==> src/rtl/apb_xfer_sched.sv <==
// Command-to-APB scheduler: four independent SETUP/ACCESS sequencers with a round-robin response arbiter.
// Optional ACCESS-phase timeout is compiled in when the APB_TIMEOUT_EN macro is defined.
module apb_xfer_sched #(
    parameter int ADDR_W      = 32,
    parameter int DATA_W      = 32,
    parameter int TIMEOUT_CYC = 255
) (
    input  logic                clk,
    input  logic                rst,
    input  logic                cmd_valid,
    output logic                cmd_ready,
    input  logic [1:0]          cmd_port,
    input  logic                cmd_write,
    input  logic [ADDR_W-1:0]   cmd_addr,
    input  logic [DATA_W-1:0]   cmd_wdata,
    output logic                rsp_valid,
    input  logic                rsp_ready,
    output logic [1:0]          rsp_port,
    output logic [DATA_W-1:0]   rsp_rdata,
    output logic                rsp_err,
    output logic [3:0]          psel,
    output logic [3:0]          penable,
    output logic [3:0]          pwrite,
    output logic [4*ADDR_W-1:0] paddr,
    output logic [4*DATA_W-1:0] pwdata,
    input  logic [4*DATA_W-1:0] prdata,
    input  logic [3:0]          pready,
    input  logic [3:0]          pslverr
);
    typedef enum logic [1:0] {IDLE, SETUP, ACCESS, DONE} st_e;

    if (TIMEOUT_CYC < 1) begin : g_cfg_check
        $error("TIMEOUT_CYC must be at least 1");
    end

    st_e                 state_q [4];
    logic [DATA_W-1:0]   slot_rdata_q [4];
    logic [3:0]          slot_err_q;
    logic [3:0]          psel_q, penable_q, pwrite_q;
    logic [4*ADDR_W-1:0] paddr_q;
    logic [4*DATA_W-1:0] pwdata_q;
    logic                rsp_valid_q, rsp_err_q;
    logic [1:0]          rsp_port_q, rr_ptr_q;
    logic [DATA_W-1:0]   rsp_rdata_q;

    logic                accept, pop;
    logic [3:0]          tmo, fin, elig, cmp_err;
    logic [DATA_W-1:0]   cmp_rdata [4];
    logic                gnt_found, gnt_err;
    logic [1:0]          gnt_idx, scan;
    logic [DATA_W-1:0]   gnt_rdata;

    assign cmd_ready = (state_q[cmd_port] == IDLE);
    assign accept    = cmd_valid && cmd_ready;
    assign pop       = rsp_valid_q && rsp_ready;

`ifdef APB_TIMEOUT_EN
    localparam int CNT_W = $clog2(TIMEOUT_CYC + 1);
    logic [CNT_W-1:0] cnt_q [4];

    always_ff @(posedge clk) begin
        for (int n = 0; n < 4; n++) begin
            if (rst || state_q[n] == SETUP) begin
                cnt_q[n] <= '0;
            end else if (state_q[n] == ACCESS && !pready[n]) begin
                cnt_q[n] <= cnt_q[n] + CNT_W'(1);
            end
        end
    end

    // The cycle that would bring the count to TIMEOUT_CYC is the last ACCESS cycle.
    always_comb begin
        for (int n = 0; n < 4; n++) begin
            tmo[n] = (state_q[n] == ACCESS) && !pready[n] &&
                     (cnt_q[n] == CNT_W'(TIMEOUT_CYC - 1));
        end
    end
`else
    assign tmo = '0;
`endif

    always_comb begin
        for (int n = 0; n < 4; n++) begin
            fin[n]       = (state_q[n] == ACCESS) && (pready[n] || tmo[n]);
            elig[n]      = (state_q[n] == DONE) || fin[n];
            cmp_err[n]   = tmo[n] || pslverr[n];
            cmp_rdata[n] = (pwrite_q[n] || tmo[n]) ? '0 : prdata[n*DATA_W +: DATA_W];
        end
    end

    // Completing ports are eligible in the same cycle so a response appears one cycle after pready.
    always_comb begin
        gnt_found = 1'b0;
        gnt_idx   = rr_ptr_q;
        scan      = rr_ptr_q;
        for (int k = 0; k < 4; k++) begin
            scan = rr_ptr_q + 2'(k);
            if (!gnt_found && elig[scan]) begin
                gnt_found = 1'b1;
                gnt_idx   = scan;
            end
        end
        gnt_rdata = (state_q[gnt_idx] == DONE) ? slot_rdata_q[gnt_idx] : cmp_rdata[gnt_idx];
        gnt_err   = (state_q[gnt_idx] == DONE) ? slot_err_q[gnt_idx]   : cmp_err[gnt_idx];
    end

    always_ff @(posedge clk) begin
        if (rst) begin
            for (int n = 0; n < 4; n++) begin
                state_q[n] <= IDLE;
            end
            psel_q      <= '0;
            penable_q   <= '0;
            pwrite_q    <= '0;
            paddr_q     <= '0;
            pwdata_q    <= '0;
            rsp_valid_q <= 1'b0;
            rsp_port_q  <= '0;
            rsp_rdata_q <= '0;
            rsp_err_q   <= 1'b0;
            rr_ptr_q    <= '0;
        end else begin
            for (int n = 0; n < 4; n++) begin
                case (state_q[n])
                    IDLE: if (accept && cmd_port == 2'(n)) begin
                        state_q[n]                   <= SETUP;
                        psel_q[n]                    <= 1'b1;
                        pwrite_q[n]                  <= cmd_write;
                        paddr_q[n*ADDR_W +: ADDR_W]  <= cmd_addr;
                        pwdata_q[n*DATA_W +: DATA_W] <= cmd_wdata;
                    end
                    SETUP: begin
                        state_q[n]   <= ACCESS;
                        penable_q[n] <= 1'b1;
                    end
                    ACCESS: if (fin[n]) begin
                        state_q[n]      <= DONE;
                        psel_q[n]       <= 1'b0;
                        penable_q[n]    <= 1'b0;
                        slot_rdata_q[n] <= cmp_rdata[n];
                        slot_err_q[n]   <= cmp_err[n];
                    end
                    default: if (pop && rsp_port_q == 2'(n)) begin
                        state_q[n] <= IDLE;
                    end
                endcase
            end
            // A pop leaves one idle cycle before the next grant is presented.
            if (pop) begin
                rsp_valid_q <= 1'b0;
                rr_ptr_q    <= rsp_port_q + 2'd1;
            end else if (!rsp_valid_q && gnt_found) begin
                rsp_valid_q <= 1'b1;
                rsp_port_q  <= gnt_idx;
                rsp_rdata_q <= gnt_rdata;
                rsp_err_q   <= gnt_err;
            end
        end
    end

    assign psel      = psel_q;
    assign penable   = penable_q;
    assign pwrite    = pwrite_q;
    assign paddr     = paddr_q;
    assign pwdata    = pwdata_q;
    assign rsp_valid = rsp_valid_q;
    assign rsp_port  = rsp_port_q;
    assign rsp_rdata = rsp_rdata_q;
    assign rsp_err   = rsp_err_q;
endmodule

==> config.mk <==
export PLATFORM = sky130hd
export DESIGN_NAME = apb_xfer_sched
export DESIGN_NICKNAME = d
export VERILOG_FILES = /design/src/rtl/apb_xfer_sched.sv
export SDC_FILE = /design/constraint.sdc
export NUM_CORES = 1
export LEC_CHECK = 0
export CAP_MARGIN = 10
export CORE_MARGIN = 5
export CORE_UTILIZATION = 35
export CTS_CLUSTER_SIZE = 12
export DETAILED_ROUTE_END_ITERATION = 16
export PLACE_DENSITY = 0.58
export SYNTH_ARGS = -nofsm -noshare
export SYNTH_HDL_FRONTEND = slang
export SYNTH_SLANG_ARGS = --single-unit
==> constraint.sdc <==
create_clock -name clk -period 4.6 [get_ports clk]
set_input_delay 0.69 -clock clk [delete_from_list [all_inputs] [get_ports clk]]
set_output_delay 0.69 -clock clk [all_outputs]
set_load 0.05 [all_outputs]
==> reports/results.tsv, run 1 <==
stage	metric	value	unit
clocking	clock_latency	0.60	ns
timing	slew_headroom	14.7	%
yosys	yosysWarnings	0	
worst_setup_path	crit_cells	3	
timing	tightest_slew	1.28	ns
yosys	synth_area	19400	µm²
timing	tns	0	ns
worst_setup_path	r2r_start	state_q[3][0]	
detailed_routing	wirelength	78500	µm
yosys	post-synth-top-area-fraction	31.7	%
worst_setup_path	start_kind	primary input	
global_routing	use_met1	30.9	%
clocking	tritoncts	done	
yosys	syn-instance-count	2150	
clocking	root_buffer	clkbuf_16	
worst_setup_path	crit_top_cell	clkdlybuf4s50_1	
worst_setup_path	crit_slowest_cell	clkdlybuf4s50_1	
finish	area_growth_syn_to_layout	37.8	%
placement	routabilityCongestion	0.859	
yosys	yosysTopAreaCell	dfxtp_1	
power	power.leakage	9.01	nW
yosys	synth_compound_area_share	20.4	%
yosys	yosys_register_bits	446	
detailed_routing	drtAntennaViolNets	0	
yosys	synth.avg_cell_area	9.00	µm²
worst_setup_path	r2r_slack	1.37	ns
clocking	h-tree-depth	2	
worst_setup_path	end_kind	output port	
clocking	clkSinkCount	446	
clocking	cts_max_path_buffers	3	
die	core	55000	µm²
yosys	ys.flop_type	dfxtp_1	
die	die_h	245	µm
global_routing	use_met3	9.49	%
timing	period_needed	3.39	ns
clocking	cts_buffers	50	
worst_setup_path	path_buf_inv	2	
placement	dp_hpwl	51300	µm
die	ioPinCount	512	
detailed_routing	num_vias	18100	
timing	final_max_slew_viol_count	0	
yosys	synthTopCellsByArea	dfxtp_1 (32%), edfxtp_1 (22%), nand2_1 (10%), a21oi_1 (7.1%), o2111ai_1 (4.4%)	
yosys	synth_mux_area_share	2.19	%
die	initial_core_util	35.2	%
clocking	cts_repair_resize_count	0	
global_routing	antenna_found_initial	9	
power	ir_drop	0.284	mV
power	p_per_area	427	nW/µm²
run	maxCapViolCount	0	
hold_path	hold_start	paddr[124]	
finish	layout.nets	2755	
global_routing	overflow	0	
global_routing	grt-busiest-layer	met2	
hold_path	min_to	paddr[124]	
yosys	synth_cell_types	54	
timing	finalHoldViolCount	0	
timing	worst_clock_skew	0.0316	ns
detailed_routing	drcViolationCount	0	
global_routing	grt_start_max_net_pins	250	
yosys	async_flop_share	0	%
worst_setup_path	worstPathRequired	3.91	ns
global_routing	grt_pass1_vias	18100	
finish	drive_gt1_share	6.92	%
yosys	synth_top_family_by_area	compound AO/OA/AOI/OAI gates	
run_status	status	finished clean	
die	die_w	245	µm
yosys	synthAdderAreaFrac	0.259	%
detailed_routing	drt_pass1_iterations	5	
clocking	clk_pin_slew	0.06	ns
worst_setup_path	worst-setup-path-type	in2out	
global_routing	grt_pass1_wl	117000	µm
worst_setup_path	cp.arrival	2.70	ns
global_routing	gr-usage-met2	40.4	%
die	rows	86	
timing	setup_viol	0	
global_routing	grt_usage	24.8	%
detailed_routing	vias_per_cell	5.43	
yosys	mappedNetlistNets	2361	
yosys	synth_edf_count	140	
worst_setup_path	reg2reg_depth	7	
worst_setup_path	r2r-end	rsp_rdata[13]	
worst_setup_path	cp_cell_sequence	clkdlybuf4s50_1 -> mux4_2 -> clkdlybuf4s50_1	
finish	fillers	5185	
timing	rsz0062_at_grt	no	
clocking	ctsHoldBuffers	0	
placement	port_buffers	511	
clocking	cts_setup_buffers	0	
yosys	netlist_top_cells_count	nand2_1 (535), dfxtp_1 (306), a21oi_1 (274)	
timing	period_share	73.6	%
worst_setup_path	crit_family	buffers and inverters	
die	die-area	60100	µm²
yosys	yosys.area_share.simple	17.4	%
worst_setup_path	cp_max_fo	9	
hold_path	whs_path_depth	2	
worst_setup_path	max_stage_delay	0.80	ns
hold_path	min_path_type	reg2reg	
yosys	yosysMostFrequentCell	nand2_1	
power	p_total	11.4	mW
timing	fmax	0.295	GHz
detailed_routing	drtIter0Drc	1376	
yosys	ys_seq_area_share	53.4	%
detailed_routing	post_drt_wl_per_cell	23.5	µm
yosys	synth_xor_area_share	0	%
finish	multi_input_area	7900	µm²
finish	regArea	10300	µm²
-- layout by cell type, fill, tap and decap left out, types with 35 or more instances in the layout --
cell type / count
nand4_1: 35
dfxtp_1: 302
clkdlybuf4s50_1: 510
a21oi_1: 274
o2111ai_1: 98
nor2_1: 84
o211ai_1: 66
clkbuf_16: 51
nor2b_1: 97
nand2_1: 534
inv_1: 101
edfxtp_1: 140
-- metal layers --
metal,vias up,wire [µm]
met1,8835,31400
met2,762,36800
li1,8366,-
met4,14,1880
met5,-,85
met3,133,8390
-- logic make-up after synthesis --
kind of cell | count (synthesis)
AND/OR/NAND/NOR | 787
flip-flops | 446
adder cells (fa/ha/maj) | 4
multiplexers | 37
AO/OA/AOI/OAI | 568
buffers and inverters | 308
-- worst register-to-register path: stages (launching register included) --
cell and delay (ns):
edfxtp_1 0.50, o21ai_2 0.41, o21ai_1 0.26, a211oi_4 0.43, buf_4 0.86, o311ai_0 0.34, o221ai_1 0.16, a311oi_1 0.12
-- how the worst max path moves through the flow --
stage / endpoint / startpoint
after floorplan: slot_rdata_q[3][0] / rst
after global placement: rsp_rdata[3] / pready[2]
after detailed placement: rsp_rdata[1] / pready[2]
after CTS: cmd_ready / cmd_port[1]
after global routing: rsp_rdata[9] / pready[3]
final: cmd_ready / cmd_port[1]
-- power by group --
part / switching (mW) / leakage (nW) / internal, mW
sequential: 0.160 / 3.77 / 4.28
clock: 1.69 / 0.794 / 2.30
combinational: 1.95 / 4.44 / 0.996
-- per-stage QoR --
step / worst slack, ns / instance area, µm² / hold WS, ns / cells / utilization (%)
global placement: 0.945 / 25000 / 0.441 / 3240 / 45.5
CTS: 1.21 / 26700 / 0.454 / 3334 / 48.5
detailed placement: 0.801 / 25000 / 0.446 / 3240 / 45.5
floorplan: 1.51 / 19400 / 0.529 / 2150 / -
global route: 1.13 / 26700 / 0.474 / 3336 / 48.5
finish: 1.21 / 26700 / 0.451 / 3337 / 48.5
-- area by class of cell --
class / instances / area share [%]
well taps: 748 / 3.51
flip-flops and latches: 446 / 38.8
diodes: 3 / 0.0281
clock buffers: 76 / 5.47
multi-input cells: 1396 / 29.6
clock inverters: 18 / 0.615
inverters: 101 / 1.42
repair buffers: 549 / 20.6
-- state kept, by name (all words and copies together) (netlist names) --
name	count
rsp_valid	1
pwrite	4
rsp_port	2
rsp_err	1
state_q	8
paddr	128
rsp_rdata	32
slot_err_q	4
penable	4
psel	4
slot_rdata_q	128
rr_ptr_q	2
pwdata	128
(Power assumes the default switching activity.)
==> inputs of run 2 (changes only) <==
Settings changed: PLACE_DENSITY 0.58 to 0.6.
Clock period 4.6 ns to 3.1 ns, I/O delays scaled along.
==> run 2 against run 1 <==
  * Via count is 1.2% higher
  * First-iteration DRC count is 7.3% higher
  * Sequential share of layout area is 0.88 points lower
  * Clock power is 52% higher
  * Clock-buffer cell count is 3 higher
  * Power is 52% higher
  * Critical endpoint is now rsp_rdata[13]
  * Highest routed layer unchanged
==> reports/results.tsv, run 2 (synthesis gave the netlist of run 1 again) <==
stage	metric	value	unit
power	p_total	17.3	mW
run_status	status	finished clean	
timing	finalHoldViolCount	0	
clocking	clkSinkCount	446	
global_routing	overflow	0	
die	rows	86	
power	power.leakage	9.30	nW
worst_setup_path	r2r-end	rsp_rdata[13]	
worst_setup_path	path_buf_inv	0	
worst_setup_path	worst-setup-path-type	reg2reg	
finish	layout.nets	2786	
die	initial_core_util	35.2	%
clocking	ctsHoldBuffers	0	
clocking	cts_repair_resize_count	0	
placement	dp.cells	3269	
global_routing	antenna_found_initial	6	
timing	tightest_slew	0.988	ns
global_routing	use_met3	9.40	%
finish	drive_gt1_share	8.11	%
clocking	h-tree-depth	2	
worst_setup_path	worstPathRequired	3.60	ns
worst_setup_path	cp.arrival	3.46	ns
die	die-area	60100	µm²
worst_setup_path	crit_slowest_cell	o211a_2	
worst_setup_path	cp_max_fo	32	
global_routing	grt-busiest-layer	met2	
placement	dp_hpwl	51700	µm
global_routing	use_met1	30.2	%
power	p_per_area	633	nW/µm²
die	die_w	245	µm
hold_path	whs_path_depth	2	
global_routing	grt_pass1_wl	115000	µm
placement	routabilityCongestion	0.866	
worst_setup_path	start_kind	flop	
timing	final_max_slew_viol_count	0	
finish	mostFrequentLayoutCells	nand2_1 (534), clkdlybuf4s50_1 (509), dfxtp_1 (302), a21oi_1 (274), edfxtp_1 (140)	
global_routing	gr-usage-met2	39.6	%
detailed_routing	drtIter0Drc	1476	
die	ioPinCount	512	
detailed_routing	wirelength	77700	µm
global_routing	grt_usage	24.4	%
worst_setup_path	crit_family	compound AO/OA/AOI/OAI gates	
detailed_routing	post_drt_wl_per_cell	23.1	µm
detailed_routing	num_vias	18300	
worst_setup_path	r2r_start	state_q[2][0]	
die	die_h	245	µm
clocking	cts_setup_buffers	0	
timing	tns	0	ns
timing	setup_viol	0	
hold_path	min_path_type	in2reg	
clocking	cts_max_path_buffers	3	
hold_path	min_to	penable[1]	
clocking	root_buffer	clkbuf_16	
global_routing	grt_start_max_net_pins	155	
finish	area_growth_syn_to_layout	41.0	%
detailed_routing	vias_per_cell	5.44	
power	ir_drop	0.429	mV
timing	slew_headroom	34.1	%
worst_setup_path	cp_cell_sequence	o21a_1 -> o311a_4 -> a211oi_4 -> o211a_2 -> o221ai_1 -> a311oi_1	
timing	period_share	95.5	%
timing	worst_clock_skew	0.0193	ns
worst_setup_path	end_kind	flop	
clocking	tritoncts	done	
detailed_routing	drcViolationCount	0	
clocking	clock_latency	0.61	ns
placement	port_buffers	511	
worst_setup_path	r2r_slack	0.14	ns
finish	final_common_cell	nand2_1	
finish	fin_cells	3368	
timing	fmax	0.338	GHz
worst_setup_path	reg2reg_depth	6	
hold_path	hold_start	rst	
run	maxCapViolCount	0	
global_routing	grt_pass1_vias	18100	
die	core	55000	µm²
placement	dpl_cell_area	25600	µm²
timing	period_needed	2.96	ns
timing	rsz0062_at_grt	no	
finish	design_area	27300	µm²
detailed_routing	drtAntennaViolNets	0	
clocking	clk_pin_slew	0.06	ns
worst_setup_path	max_stage_delay	0.84	ns
clocking	cts_buffers	52	
detailed_routing	drt_pass1_iterations	8	
[run 2: cell types whose count changed in the layout (fill, tap and decap cells not counted), moves of 3 or more]
cell and change:
buf_12 +26, clkinv_2 -5, buf_4 +4, clkbuf_16 +3
[run 2: layer usage]
layer	up-vias	routed length [µm]
met3	153	8780
met5	-	13
li1	8436	-
met1	8838	30700
met2	900	35800
met4	2	2420
[run 2: worst max-delay path by stage]
stage | start | cells after the start | endpoint
2_1_floorplan | rst | 4 | slot_rdata_q[3][0]
3_3_place_gp | pready[2] | 7 | rsp_rdata[4]
3_5_place_dp | pready[2] | 7 | rsp_rdata[13]
4_1_cts | state_q[2][0] | 6 | rsp_rdata[13]
5_1_grt | state_q[0][0] | 6 | rsp_rdata[13]
6_report | state_q[2][0] | 6 | rsp_rdata[13]
[run 2: per-stage QoR]
stage | setup slack, ns | hold WS [ns] | utilization, %
finish | 0.138 | 0.302 | 49.6
global placement | -0.0709 | 0.441 | 46.5
CTS | 0.182 | 0.307 | 49.6
detailed placement | -0.183 | 0.446 | 46.5
global route | 0.0482 | 0.323 | 49.6
floorplan | 0.238 | 0.529 | -
[run 2: power by group]
group          total [mW]  internal [mW]  switching [mW]
combinational        4.63           1.70            2.94
clock                6.07           3.55            2.52
sequential           6.58           6.35           0.226
[run 2: area by class of cell]
| class | instances | area, µm² |
|---|---|---|
| Fill cell | 5152 | 27700 |
| Sequential cell | 446 | 10300 |
| Multi-Input combinational cell | 1396 | 7900 |
| Timing Repair Buffer | 578 | 6030 |
| Clock buffer | 79 | 1560 |
| Tap cell | 748 | 936 |
| Inverter | 101 | 379 |
| Clock inverter | 15 | 140 |
| Antenna cell | 5 | 12.5 |
[run 2: worst reg2reg max path, cell delays in order (launching register included)]
cell	delay, ns
edfxtp_1	0.53
o21a_1	0.27
o311a_4	0.34
a211oi_4	0.28
o211a_2	0.84
o221ai_1	0.27
a311oi_1	0.31
